[src/rtl/load_store_unit_if.sv]
// Bus bundle between the execute stage, the load/store unit and data memory.
// master: the execute stage / memory side (drives requests and memory read data).
// slave:  the load/store unit (drives ready, responses and memory strobes).
interface load_store_unit_if;
  logic        C_ReqValid;
  logic        C_ReqReady;
  logic        C_ReqWrite;
  logic        C_ReqByte;
  logic        C_ReqSigned;
  logic [15:0] A_ReqAddress;
  logic [15:0] D_ReqWData;
  logic        C_RespValid;
  logic [15:0] D_RespData;
  logic        C_RespError;
  logic [15:0] A_DataAddress;
  logic [15:0] D_WriteData;
  logic        C_DMRead;
  logic        C_DMWrite;
  logic [15:0] D_Data;

  modport master (
    output C_ReqValid, C_ReqWrite, C_ReqByte, C_ReqSigned, A_ReqAddress, D_ReqWData,
    output D_Data,
    input  C_ReqReady, C_RespValid, D_RespData, C_RespError,
    input  A_DataAddress, D_WriteData, C_DMRead, C_DMWrite
  );

  modport slave (
    input  C_ReqValid, C_ReqWrite, C_ReqByte, C_ReqSigned, A_ReqAddress, D_ReqWData,
    input  D_Data,
    output C_ReqReady, C_RespValid, D_RespData, C_RespError,
    output A_DataAddress, D_WriteData, C_DMRead, C_DMWrite
  );
endinterface

[src/rtl/load_store_unit.sv]
// Load/store unit: turns execute-stage byte-addressed loads/stores into
// 16-bit-word data memory accesses. Byte stores are read-modify-write.
// Optional feature macro: LSU_BOUNDS_CHECK_EN (word address >= MEM_WORDS
// is answered with an error and no memory access).
module load_store_unit #(
  parameter int unsigned WAIT_STATES = 1,
  parameter int unsigned MEM_WORDS   = 8192
) (
  input  logic               clk,
  input  logic               rst,
  load_store_unit_if.slave   bus
);

  typedef enum logic [1:0] {
    IDLE  = 2'd0,
    READ  = 2'd1,
    WRITE = 2'd2,
    RESP  = 2'd3
  } state_t;

  localparam logic [3:0] WAIT_INIT = 4'(WAIT_STATES);

  state_t      state_q, state_d;
  logic [3:0]  cnt_q, cnt_d;
  logic [15:0] data_addr_q, data_addr_d;
  logic [15:0] write_data_q, write_data_d;
  logic [15:0] resp_data_q, resp_data_d;
  logic        resp_error_q, resp_error_d;

  // Latched request fields (pure data, no reset needed)
  logic        write_q, write_d;
  logic        byte_q, byte_d;
  logic        signed_q, signed_d;
  logic        lane_q, lane_d;
  logic [7:0]  wbyte_q, wbyte_d;

  logic        req_misaligned;
  logic        req_out_of_range;
  logic        req_err;

  // Extract the addressed byte lane and extend it, or pass the whole word.
  function automatic logic [15:0] load_result(input logic [15:0] word,
                                              input logic        is_byte,
                                              input logic        is_signed,
                                              input logic        lane);
    logic [7:0] b;
    b = lane ? word[15:8] : word[7:0];
    if (!is_byte)
      return word;
    else if (is_signed)
      return {{8{b[7]}}, b};
    else
      return {8'h00, b};
  endfunction

  // Replace the addressed byte lane of the captured word with the store byte.
  function automatic logic [15:0] merge_byte(input logic [15:0] word,
                                             input logic [7:0]  b,
                                             input logic        lane);
    return lane ? {b, word[7:0]} : {word[15:8], b};
  endfunction

  assign req_misaligned = !bus.C_ReqByte && bus.A_ReqAddress[0];

`ifdef LSU_BOUNDS_CHECK_EN
  localparam logic [16:0] MEM_LIMIT = 17'(MEM_WORDS);
  assign req_out_of_range = ({2'b00, bus.A_ReqAddress[15:1]} >= MEM_LIMIT);
`else
  assign req_out_of_range = 1'b0;
`endif

  assign req_err = req_misaligned || req_out_of_range;

  // Outputs: strobes and ready are killed combinationally during reset.
  assign bus.C_ReqReady    = (state_q == IDLE)  && !rst;
  assign bus.C_DMRead      = (state_q == READ)  && !rst;
  assign bus.C_DMWrite     = (state_q == WRITE) && !rst;
  assign bus.C_RespValid   = (state_q == RESP)  && !rst;
  assign bus.D_RespData    = resp_data_q;
  assign bus.C_RespError   = resp_error_q;
  assign bus.A_DataAddress = data_addr_q;
  assign bus.D_WriteData   = write_data_q;

  // Next-state and datapath updates for the IDLE/READ/WRITE/RESP sequencer.
  always_comb begin
    state_d      = state_q;
    cnt_d        = cnt_q;
    data_addr_d  = data_addr_q;
    write_data_d = write_data_q;
    resp_data_d  = resp_data_q;
    resp_error_d = resp_error_q;
    write_d      = write_q;
    byte_d       = byte_q;
    signed_d     = signed_q;
    lane_d       = lane_q;
    wbyte_d      = wbyte_q;

    case (state_q)
      IDLE: begin
        if (bus.C_ReqValid) begin
          write_d     = bus.C_ReqWrite;
          byte_d      = bus.C_ReqByte;
          signed_d    = bus.C_ReqSigned;
          lane_d      = bus.A_ReqAddress[0];
          wbyte_d     = bus.D_ReqWData[7:0];
          data_addr_d = {1'b0, bus.A_ReqAddress[15:1]};
          if (req_err) begin
            state_d      = RESP;
            resp_error_d = 1'b1;
            resp_data_d  = 16'h0000;
          end else if (bus.C_ReqWrite && !bus.C_ReqByte) begin
            state_d      = WRITE;
            write_data_d = bus.D_ReqWData;
          end else begin
            state_d = READ;
            cnt_d   = WAIT_INIT;
          end
        end
      end

      READ: begin
        if (cnt_q != 4'd0) begin
          cnt_d = cnt_q - 4'd1;
        end else if (write_q) begin
          write_data_d = merge_byte(bus.D_Data, wbyte_q, lane_q);
          state_d      = WRITE;
        end else begin
          resp_data_d  = load_result(bus.D_Data, byte_q, signed_q, lane_q);
          resp_error_d = 1'b0;
          state_d      = RESP;
        end
      end

      WRITE: begin
        resp_data_d  = 16'h0000;
        resp_error_d = 1'b0;
        state_d      = RESP;
      end

      RESP: begin
        resp_data_d  = 16'h0000;
        resp_error_d = 1'b0;
        state_d      = IDLE;
      end

      default: state_d = IDLE;
    endcase
  end

  // Control state and externally visible registers, cleared by reset.
  always_ff @(posedge clk) begin
    if (rst) begin
      state_q      <= IDLE;
      cnt_q        <= 4'd0;
      data_addr_q  <= 16'h0000;
      write_data_q <= 16'h0000;
      resp_data_q  <= 16'h0000;
      resp_error_q <= 1'b0;
    end else begin
      state_q      <= state_d;
      cnt_q        <= cnt_d;
      data_addr_q  <= data_addr_d;
      write_data_q <= write_data_d;
      resp_data_q  <= resp_data_d;
      resp_error_q <= resp_error_d;
    end
  end

  // Latched request fields; only meaningful after an accept.
  always_ff @(posedge clk) begin
    write_q  <= write_d;
    byte_q   <= byte_d;
    signed_q <= signed_d;
    lane_q   <= lane_d;
    wbyte_q  <= wbyte_d;
  end

endmodule

[src/flat_wrapper.sv]
// flat-port wrapper written by rule: the top's interface ports become plain ports
module load_store_unit_flat 
#(
  parameter int unsigned WAIT_STATES = 1,
  parameter int unsigned MEM_WORDS   = 8192
)
  (clk, rst, bus_C_ReqValid, bus_C_ReqWrite, bus_C_ReqByte, bus_C_ReqSigned, bus_A_ReqAddress, bus_D_ReqWData, bus_D_Data, bus_C_ReqReady, bus_C_RespValid, bus_D_RespData, bus_C_RespError, bus_A_DataAddress, bus_D_WriteData, bus_C_DMRead, bus_C_DMWrite);
  load_store_unit_if bus_i ();
  input  logic clk;
  input  logic rst;
  input wire logic [$bits(bus_i.C_ReqValid)-1:0] bus_C_ReqValid;
  input wire logic [$bits(bus_i.C_ReqWrite)-1:0] bus_C_ReqWrite;
  input wire logic [$bits(bus_i.C_ReqByte)-1:0] bus_C_ReqByte;
  input wire logic [$bits(bus_i.C_ReqSigned)-1:0] bus_C_ReqSigned;
  input wire logic [$bits(bus_i.A_ReqAddress)-1:0] bus_A_ReqAddress;
  input wire logic [$bits(bus_i.D_ReqWData)-1:0] bus_D_ReqWData;
  input wire logic [$bits(bus_i.D_Data)-1:0] bus_D_Data;
  output wire logic [$bits(bus_i.C_ReqReady)-1:0] bus_C_ReqReady;
  output wire logic [$bits(bus_i.C_RespValid)-1:0] bus_C_RespValid;
  output wire logic [$bits(bus_i.D_RespData)-1:0] bus_D_RespData;
  output wire logic [$bits(bus_i.C_RespError)-1:0] bus_C_RespError;
  output wire logic [$bits(bus_i.A_DataAddress)-1:0] bus_A_DataAddress;
  output wire logic [$bits(bus_i.D_WriteData)-1:0] bus_D_WriteData;
  output wire logic [$bits(bus_i.C_DMRead)-1:0] bus_C_DMRead;
  output wire logic [$bits(bus_i.C_DMWrite)-1:0] bus_C_DMWrite;
  assign bus_i.C_ReqValid = bus_C_ReqValid;
  assign bus_i.C_ReqWrite = bus_C_ReqWrite;
  assign bus_i.C_ReqByte = bus_C_ReqByte;
  assign bus_i.C_ReqSigned = bus_C_ReqSigned;
  assign bus_i.A_ReqAddress = bus_A_ReqAddress;
  assign bus_i.D_ReqWData = bus_D_ReqWData;
  assign bus_i.D_Data = bus_D_Data;
  assign bus_C_ReqReady = bus_i.C_ReqReady;
  assign bus_C_RespValid = bus_i.C_RespValid;
  assign bus_D_RespData = bus_i.D_RespData;
  assign bus_C_RespError = bus_i.C_RespError;
  assign bus_A_DataAddress = bus_i.A_DataAddress;
  assign bus_D_WriteData = bus_i.D_WriteData;
  assign bus_C_DMRead = bus_i.C_DMRead;
  assign bus_C_DMWrite = bus_i.C_DMWrite;
  load_store_unit #(.WAIT_STATES(WAIT_STATES), .MEM_WORDS(MEM_WORDS)) u_core (.clk(clk), .rst(rst), .bus(bus_i));
endmodule
[config.mk]
export PLATFORM = sky130hd
export DESIGN_NAME = load_store_unit_flat
export DESIGN_NICKNAME = d
export VERILOG_FILES = /design/src/rtl/load_store_unit_if.sv /design/src/rtl/load_store_unit.sv /design/src/flat_wrapper.sv
export SDC_FILE = /design/constraint.sdc
export NUM_CORES = 1
export LEC_CHECK = 0
export CORE_UTILIZATION = 35
export DETAILED_ROUTE_END_ITERATION = 7
export PLACE_DENSITY = 0.62
export SYNTH_ARGS = -nofsm -noshare
export SYNTH_HDL_FRONTEND = slang
export SYNTH_SLANG_ARGS = --single-unit
export TNS_END_PERCENT = 10
[constraint.sdc]
create_clock -name clk -period 2.3 [get_ports clk]
set_input_delay 0.46 -clock clk [delete_from_list [all_inputs] [get_ports clk]]
set_output_delay 0.46 -clock clk [all_outputs]
set_load 0.02 [all_outputs]
==> results of run 1 <==
[synth_stat cells]
cell type and count:
nor2_1 26, nand2_1 46, a221oi_2 1, nor2b_1 8, buf_4 2, conb_1 1, nand3_1 2, o32ai_1 1
nor3b_1 2, a31oi_1 1, a211o_1 1, nand2b_1 12, o21ba_2 1, nand2_2 1, a21o_1 1, o2bb2ai_1 8
buf_2 3, dfxtp_1 54, mux2i_1 28, nand4b_2 1, o21a_1 1, a221oi_1 1, nor3_1 1, a211oi_1 2
buf_6 4, clkbuf_1 16, mux2_2 8, nand3b_1 2, o21ai_0 24, edfxtp_1 12, ha_1 6, or3b_4 1
inv_1 7, a21oi_1 48, o41ai_1 1, or3b_1 16, o311ai_0 1
[flip-flops by register name, summed over array words and instances (netlist names)]
| register | flops |
|---|---|
| u_core.wbyte_q | 8 |
| u_core.bus.D_WriteData | 16 |
| u_core.state_q | 2 |
| u_core.write_q | 1 |
| u_core.bus.A_DataAddress | 15 |
| u_core.lane_q | 1 |
| u_core.bus.C_RespError | 1 |
| u_core.cnt_q | 4 |
| u_core.bus.D_RespData | 16 |
| u_core.byte_q | 1 |
| u_core.signed_q | 1 |
[worst max-delay path: stages, from the launching register on]
cell,delay (ns)
dfxtp_1,0.35
inv_1,0.12
ha_1,0.18
nor2b_1,0.15
clkdlybuf4s50_1,0.62
[cells by family (layout without fill, tap and decap cells)]
logic type	Yosys count	after routing	share of synthesized area, %
compound gates	92	92	16.7
fa+ha+maj	6	6	2.35
buf+inv	32	142	5.04
flops	66	66	45.0
mux	36	36	11.6
other cells	1	1	0.117
simple gates	118	118	19.2
[worst max path at each step]
stage                                              start                                 endpoint  depth (start not counted)
after CTS                 u_core.state_q[0]$_SDFFE_PP0P_                            bus_C_DMWrite                          4
after global placement                    bus_C_ReqWrite  u_core.bus.D_WriteData[11]$_SDFFE_PP0P_                          6
after floorplan           u_core.state_q[0]$_SDFFE_PP0P_                  u_core.byte_q$_DFFE_PP_                          6
final                     u_core.state_q[0]$_SDFFE_PP0P_                            bus_C_DMWrite                          4
after global routing        u_core.cnt_q[0]$_SDFFE_PP0P_    u_core.bus.D_RespData[8]$_SDFFE_PP0P_                          6
after detailed placement                  bus_C_ReqWrite   u_core.bus.D_WriteData[6]$_SDFFE_PP0P_                          6
[power groups by stage]
| stage | sequential (mW) | clock, mW | combinational (mW) |
|---|---|---|---|
| 2_1_floorplan | 1.79 | 0 | 1.26 |
| 3_3_place_gp | 1.63 | 0 | 2.21 |
| 3_5_place_dp | 1.63 | 0 | 2.24 |
| 4_1_cts | 1.61 | 0.983 | 2.24 |
| 5_1_grt | 1.64 | 1.03 | 2.44 |
| 6_report | 1.61 | 0.951 | 2.23 |
[what timing repair did]
item,4_1_cts,5_1_grt
setup endpoints to repair,2,8
pin swaps,0,0
resized for setup,3,0
endpoints found under the hold margin,0,0
[layout make-up]
| cell class | instances | area share (%) |
|---|---|---|
| Clock inverter | 4 | 0.465 |
| Multi-Input combinational cell | 253 | 35.0 |
| Inverter | 7 | 0.574 |
| Timing Repair Buffer | 119 | 25.7 |
| Clock buffer | 12 | 3.86 |
| Tap cell | 108 | 2.95 |
| Sequential cell | 66 | 31.5 |
[metrics by stage]
stage	hold WS (ns)	setup WS, ns	total power [mW]
finish	0.458	0.0913	4.79
global route	0.481	-0.0159	5.11
CTS	0.460	0.0737	4.84
detailed placement	0.449	-0.0461	3.87
global placement	0.442	-0.0103	3.84
floorplan	0.466	0.197	3.05
[per-layer routing]
layer / vias to the layer above / share of wire (%)
li1: 1443 / -
met1: 1291 / 47
met2: 70 / 48
met3: 6 / 5.0
met4: 0 / 0.66
met5: - / 0
==> results.ini, run 1 <==
[timing]
setup_viol=0
finalSetupTns_ns=0
rsz0062_at_grt=yes
worst_pin_slew_ns=0.920
slew_violations=0
finalCritPeriodShare_pct=96.0
fin_skew_ns=0.00715
fmax_ghz=0.453
hold_viol=0
timing.slew.headroom_pct=38.7
period_minus_slack_ns=2.21

[floorplanning]
dieArea_sq_um=9530
fp.coreArea_sq_um=8810
fp.dieH_um=97.6
start_util_pct=36.3
fp-row-count=34
ios=107
die_w_um=97.6

[synth]
synth_top_area_share_pct=33.8
yosys_warnings=0
synth_cell_types=37
syn_area_sq_um=3200
synthCells=351
synth_nets=411
synthTopCellsByArea=dfxtp_1, edfxtp_1, mux2i_1
yosysSeqAreaShare_pct=45.0
yosys.area.top_type=dfxtp_1
ys_ff_latch=66
syn_area_per_cell_sq_um=9.12

[setup_path]
crit_required_ns=1.84
r2r_setup_slack_ns=0.15
regToRegStartpoint=u_core.cnt_q[0]$_SDFFE_PP0P_
worst_setup_path_start_kind=flip-flop
path_class=reg2out
arrival_ns=1.75
r2r_cells=6
rr_endpoint=u_core.bus.D_RespData[11]$_SDFFE_PP0P_
crit_fanout=4
critPathCaptureType=primary output

[cts]
root_buffer=clkbuf_8
cts_tree=done
worst_skew_pair.late_latency_ns=0.33
cts_buffers=9
ctsLongestPathBuffers=2
clkSinkCount=66
clk_pin_slew_worst_paths_ns=0.07
hold_buffers=0
cts_setup_buffers=0
htree_levels=3

[global_routing]
grt_use_met3_pct=4.89
first_global_vias=2623
grt_max_degree=34
busiest_layer=met2
grt_antenna_before_repair=0
met1_usage_pct=21.6
use_met2_pct=28.6
grt_remaining_overflow=0
grt_usage_pct=17.0
grt_pass1_wl_um=13000

[finish]
final_common_cell=clkdlybuf4s50_1
final_nets=516
seqCellArea_sq_um=1440
fill_cells=830
multi_input_area_sq_um=1600
drive_above_1_share_pct=9.76
antenna_cells=0
fin_area_sq_um=4570
fin_cells=569
post-route-util_pct=51.9
syn_to_final_growth_pct=42.9
layout_common_cells=clkdlybuf4s50_1, dfxtp_1, a21oi_1

[power_and_ir_drop]
seqPwrFrac_pct=33.6
leakage_nw=1.76
pwr-share-clk_pct=19.9
powerDensity_nw_per_um2=1050
internal_power_mw=2.99
switchingPower_mw=1.80
switching_share_pct=37.5
peakVddDrop_mv=0.549
combPwrFrac_pct=46.5

[status]
status=finished, violations left
violations=DRC

[placement]
portBuffers=105
place_area_sq_um=4380
gp_routability_congestion=0.852
post-dp-hpwl_um=5990
dp_cells=553

[detailed_routing]
first_pass_iters=6
wl_um=8080
drt-initial-drc-count=90
ant_nets=0
viasPerCell=4.94
vias=2810
wire_per_inst_um=14.2
route.detailed.drc=11

[hold_path]
hp-class=reg2reg
hold-path-endpoint=u_core.bus.A_DataAddress[2]$_SDFFE_PP0P_
hold_path.startpoint=u_core.bus.A_DataAddress[2]$_SDFFE_PP0P_
holdPathStages=2

[flow_run]
max-cap-violations=0

No activity file was read; power rests on OpenSTA's default activity.
==> run 2: changes to the inputs <==
- RECOVER_POWER: default -> 100
==> results.ini, run 2 (synthesis gave the netlist of run 1 again) <==
[finish]
final_common_cell=dlygate4sd3_1  ; was clkdlybuf4s50_1
final_nets=516  ; unchanged
post-route-util_pct=51.7  ; was 51.9%
layout_common_cells=dlygate4sd3_1, dfxtp_1, a21oi_1  ; was clkdlybuf4s50_1, dfxtp_1, a21oi_1
antenna_cells=0  ; unchanged
syn_to_final_growth_pct=42.1  ; was 42.9%
fin_cells=569  ; unchanged
drive_above_1_share_pct=8.89  ; was 9.76%
fill_cells=838  ; was 830

[flow_run]
max-cap-violations=0  ; unchanged

[detailed_routing]
wire_per_inst_um=14.2  ; about the same
ant_nets=0  ; unchanged
drt-initial-drc-count=86  ; was 90
route.detailed.drc=11  ; unchanged
wl_um=8070  ; was 8080 um
routed-wl-met2_um=3870  ; was 3860 um
top_layer_used=met4  ; unchanged
first_pass_iters=6  ; unchanged
met3_length_um=371  ; was 403 um
met1Wirelength_um=3780  ; was 3760 um
viasPerCell=4.92  ; was 4.94
vias=2802  ; was 2810

[placement]
post-dp-hpwl_um=5990  ; unchanged
portBuffers=105  ; unchanged
gp_routability_congestion=0.852  ; unchanged
dp_cells=553  ; unchanged
dp_slack_ns=-0.0461  ; unchanged

[cts]
cts_buffers=9  ; unchanged
clkSinkCount=66  ; unchanged
hold_buffers=0  ; unchanged
ctsLongestPathBuffers=2  ; unchanged
cts_tree=done  ; unchanged
root_buffer=clkbuf_8  ; unchanged
htree_levels=3  ; unchanged
worst_skew_pair.late_latency_ns=0.33  ; about the same
cts_setup_buffers=0  ; unchanged
clk_pin_slew_worst_paths_ns=0.07  ; about the same

[global_routing]
grt_usage_pct=17.0  ; unchanged
grt_remaining_overflow=0  ; unchanged
grt_pass1_wl_um=13000  ; unchanged
grt_antenna_before_repair=0  ; unchanged
first_global_vias=2623  ; unchanged
grt_max_degree=34  ; unchanged

[floorplanning]
die_w_um=97.6  ; unchanged
fp.coreArea_sq_um=8810  ; unchanged
ios=107  ; unchanged
fp-row-count=34  ; unchanged
fp.dieH_um=97.6  ; unchanged
start_util_pct=36.3  ; unchanged
dieArea_sq_um=9530  ; unchanged

[hold_path]
holdPathStages=2  ; unchanged
hp-class=reg2reg  ; unchanged
hold_path.startpoint=u_core.bus.A_DataAddress[2]$_SDFFE_PP0P_  ; unchanged
hold-path-endpoint=u_core.bus.A_DataAddress[2]$_SDFFE_PP0P_  ; unchanged

[setup_path]
regToRegStartpoint=u_core.cnt_q[0]$_SDFFE_PP0P_  ; unchanged
critPathCaptureType=primary output  ; unchanged
r2r_cells=6  ; unchanged
cp_slowest_stage_delay_ns=0.62  ; about the same
slowest_stage=clkdlybuf4s50_1  ; unchanged
r2r_setup_slack_ns=0.15  ; about the same
arrival_ns=1.75  ; about the same
worst_setup_path_start_kind=flip-flop  ; unchanged
startpoint=u_core.state_q[0]$_SDFFE_PP0P_  ; unchanged
worstPathCellList=inv_1 > ha_1 > nor2b_1 > clkdlybuf4s50_1  ; unchanged
path_class=reg2out  ; unchanged
rr_endpoint=u_core.bus.D_RespData[8]$_SDFFE_PP0P_  ; was u_core.bus.D_RespData[11]$_SDFFE_PP0P_
crit_required_ns=1.84  ; about the same
crit_fanout=4  ; unchanged

[power_and_ir_drop]
peakVddDrop_mv=0.526  ; was 0.549 mV
leakage_nw=1.90  ; was 1.76 nW
powerDensity_nw_per_um2=1030  ; was 1050 nW/um^2
finalPower_mw=4.67  ; was 4.79 mW

[timing]
hold_viol=0  ; unchanged
rsz0062_at_grt=yes  ; unchanged
fin_skew_ns=0.00683  ; was 0.00715 ns
worst_pin_slew_ns=0.944  ; was 0.920 ns
timing.slew.headroom_pct=37.0  ; was 38.7%
period_minus_slack_ns=2.21  ; about the same
setup_slack_ns=0.0933  ; was 0.0913 ns
setup_viol=0  ; unchanged
slew_violations=0  ; unchanged
finalCritPeriodShare_pct=95.9  ; was 96.0%
fmax_ghz=0.453  ; about the same

[status]
status=finished, violations left  ; unchanged
violations=DRC  ; unchanged

[run 2: cell count changes in the layout (fill, tap and decap cells not counted), moves of 2 or more]
cell,change
dlygate4sd3_1,+58
buf_4,-3
clkdlybuf4s50_1,-58
clkbuf_1,+2
[run 2: per-stage QoR]
step / cell area [sq um] / TNS [ns] / hold slack (ns)
final: 4550 / 0 / 0.455
after global routing: 4550 / -0.0738 / 0.478
after CTS: 4570 / 0 / 0.460
after detailed placement: 4380 / -0.425 / 0.449
after global placement: 4380 / -0.0782 / 0.442
after floorplan: 3200 / 0 / 0.466
[run 2: layout make-up]
| class | instances | area [sq um] | share of cell area (%) |
|---|---|---|---|
| Multi-Input combinational cell | 253 | 1600 | 35.1 |
| Sequential cell | 66 | 1440 | 31.7 |
| Timing Repair Buffer | 119 | 1150 | 25.3 |
| Clock buffer | 12 | 176 | 3.88 |
| Tap cell | 108 | 135 | 2.97 |
| Inverter | 7 | 26.3 | 0.578 |
| Clock inverter | 4 | 21.3 | 0.468 |
[run 2: worst max-delay path by stage]
stage	endpoint	slack, ns	cells after the start
after CTS	bus_C_DMWrite	0.07	4
after floorplan	u_core.byte_q$_DFFE_PP_	0.20	6
final	bus_C_DMWrite	0.09	4
after global placement	u_core.bus.D_WriteData[11]$_SDFFE_PP0P_	-0.01	6
after detailed placement	u_core.bus.D_WriteData[6]$_SDFFE_PP0P_	-0.05	6
after global routing	u_core.bus.D_RespData[8]$_SDFFE_PP0P_	-0.02	6
[run 2: metal layers]
metal / track usage, % / vias up
met3: 4.89 / 6
met4: 3.61 / 0
li1: - / 1441
met2: 28.6 / 71
met1: 21.6 / 1284
met5: 0 / -
[run 2: worst max-delay path: cells and delay by family, from the launching register on]
kind | cells | cell delay (ns)
fa+ha+maj | 1 | 0.18
buf+inv | 2 | 0.73
flops | 1 | 0.35
simple gates | 1 | 0.15
[run 2: timing repair]
action                     CTS  global route
setup endpoints to repair    2             8
cloned                       0             0
resized for setup            3             0
pin swaps                    0             0
[run 2: report_power, final]
group / leakage (nW) / total (mW) / switching (mW) / internal, mW
sequential: 0.554 / 1.60 / 0.161 / 1.44
combinational: 1.24 / 2.12 / 1.18 / 0.938
clock: 0.108 / 0.950 / 0.439 / 0.511
total: 1.90 / 4.67 / 1.78 / 2.89
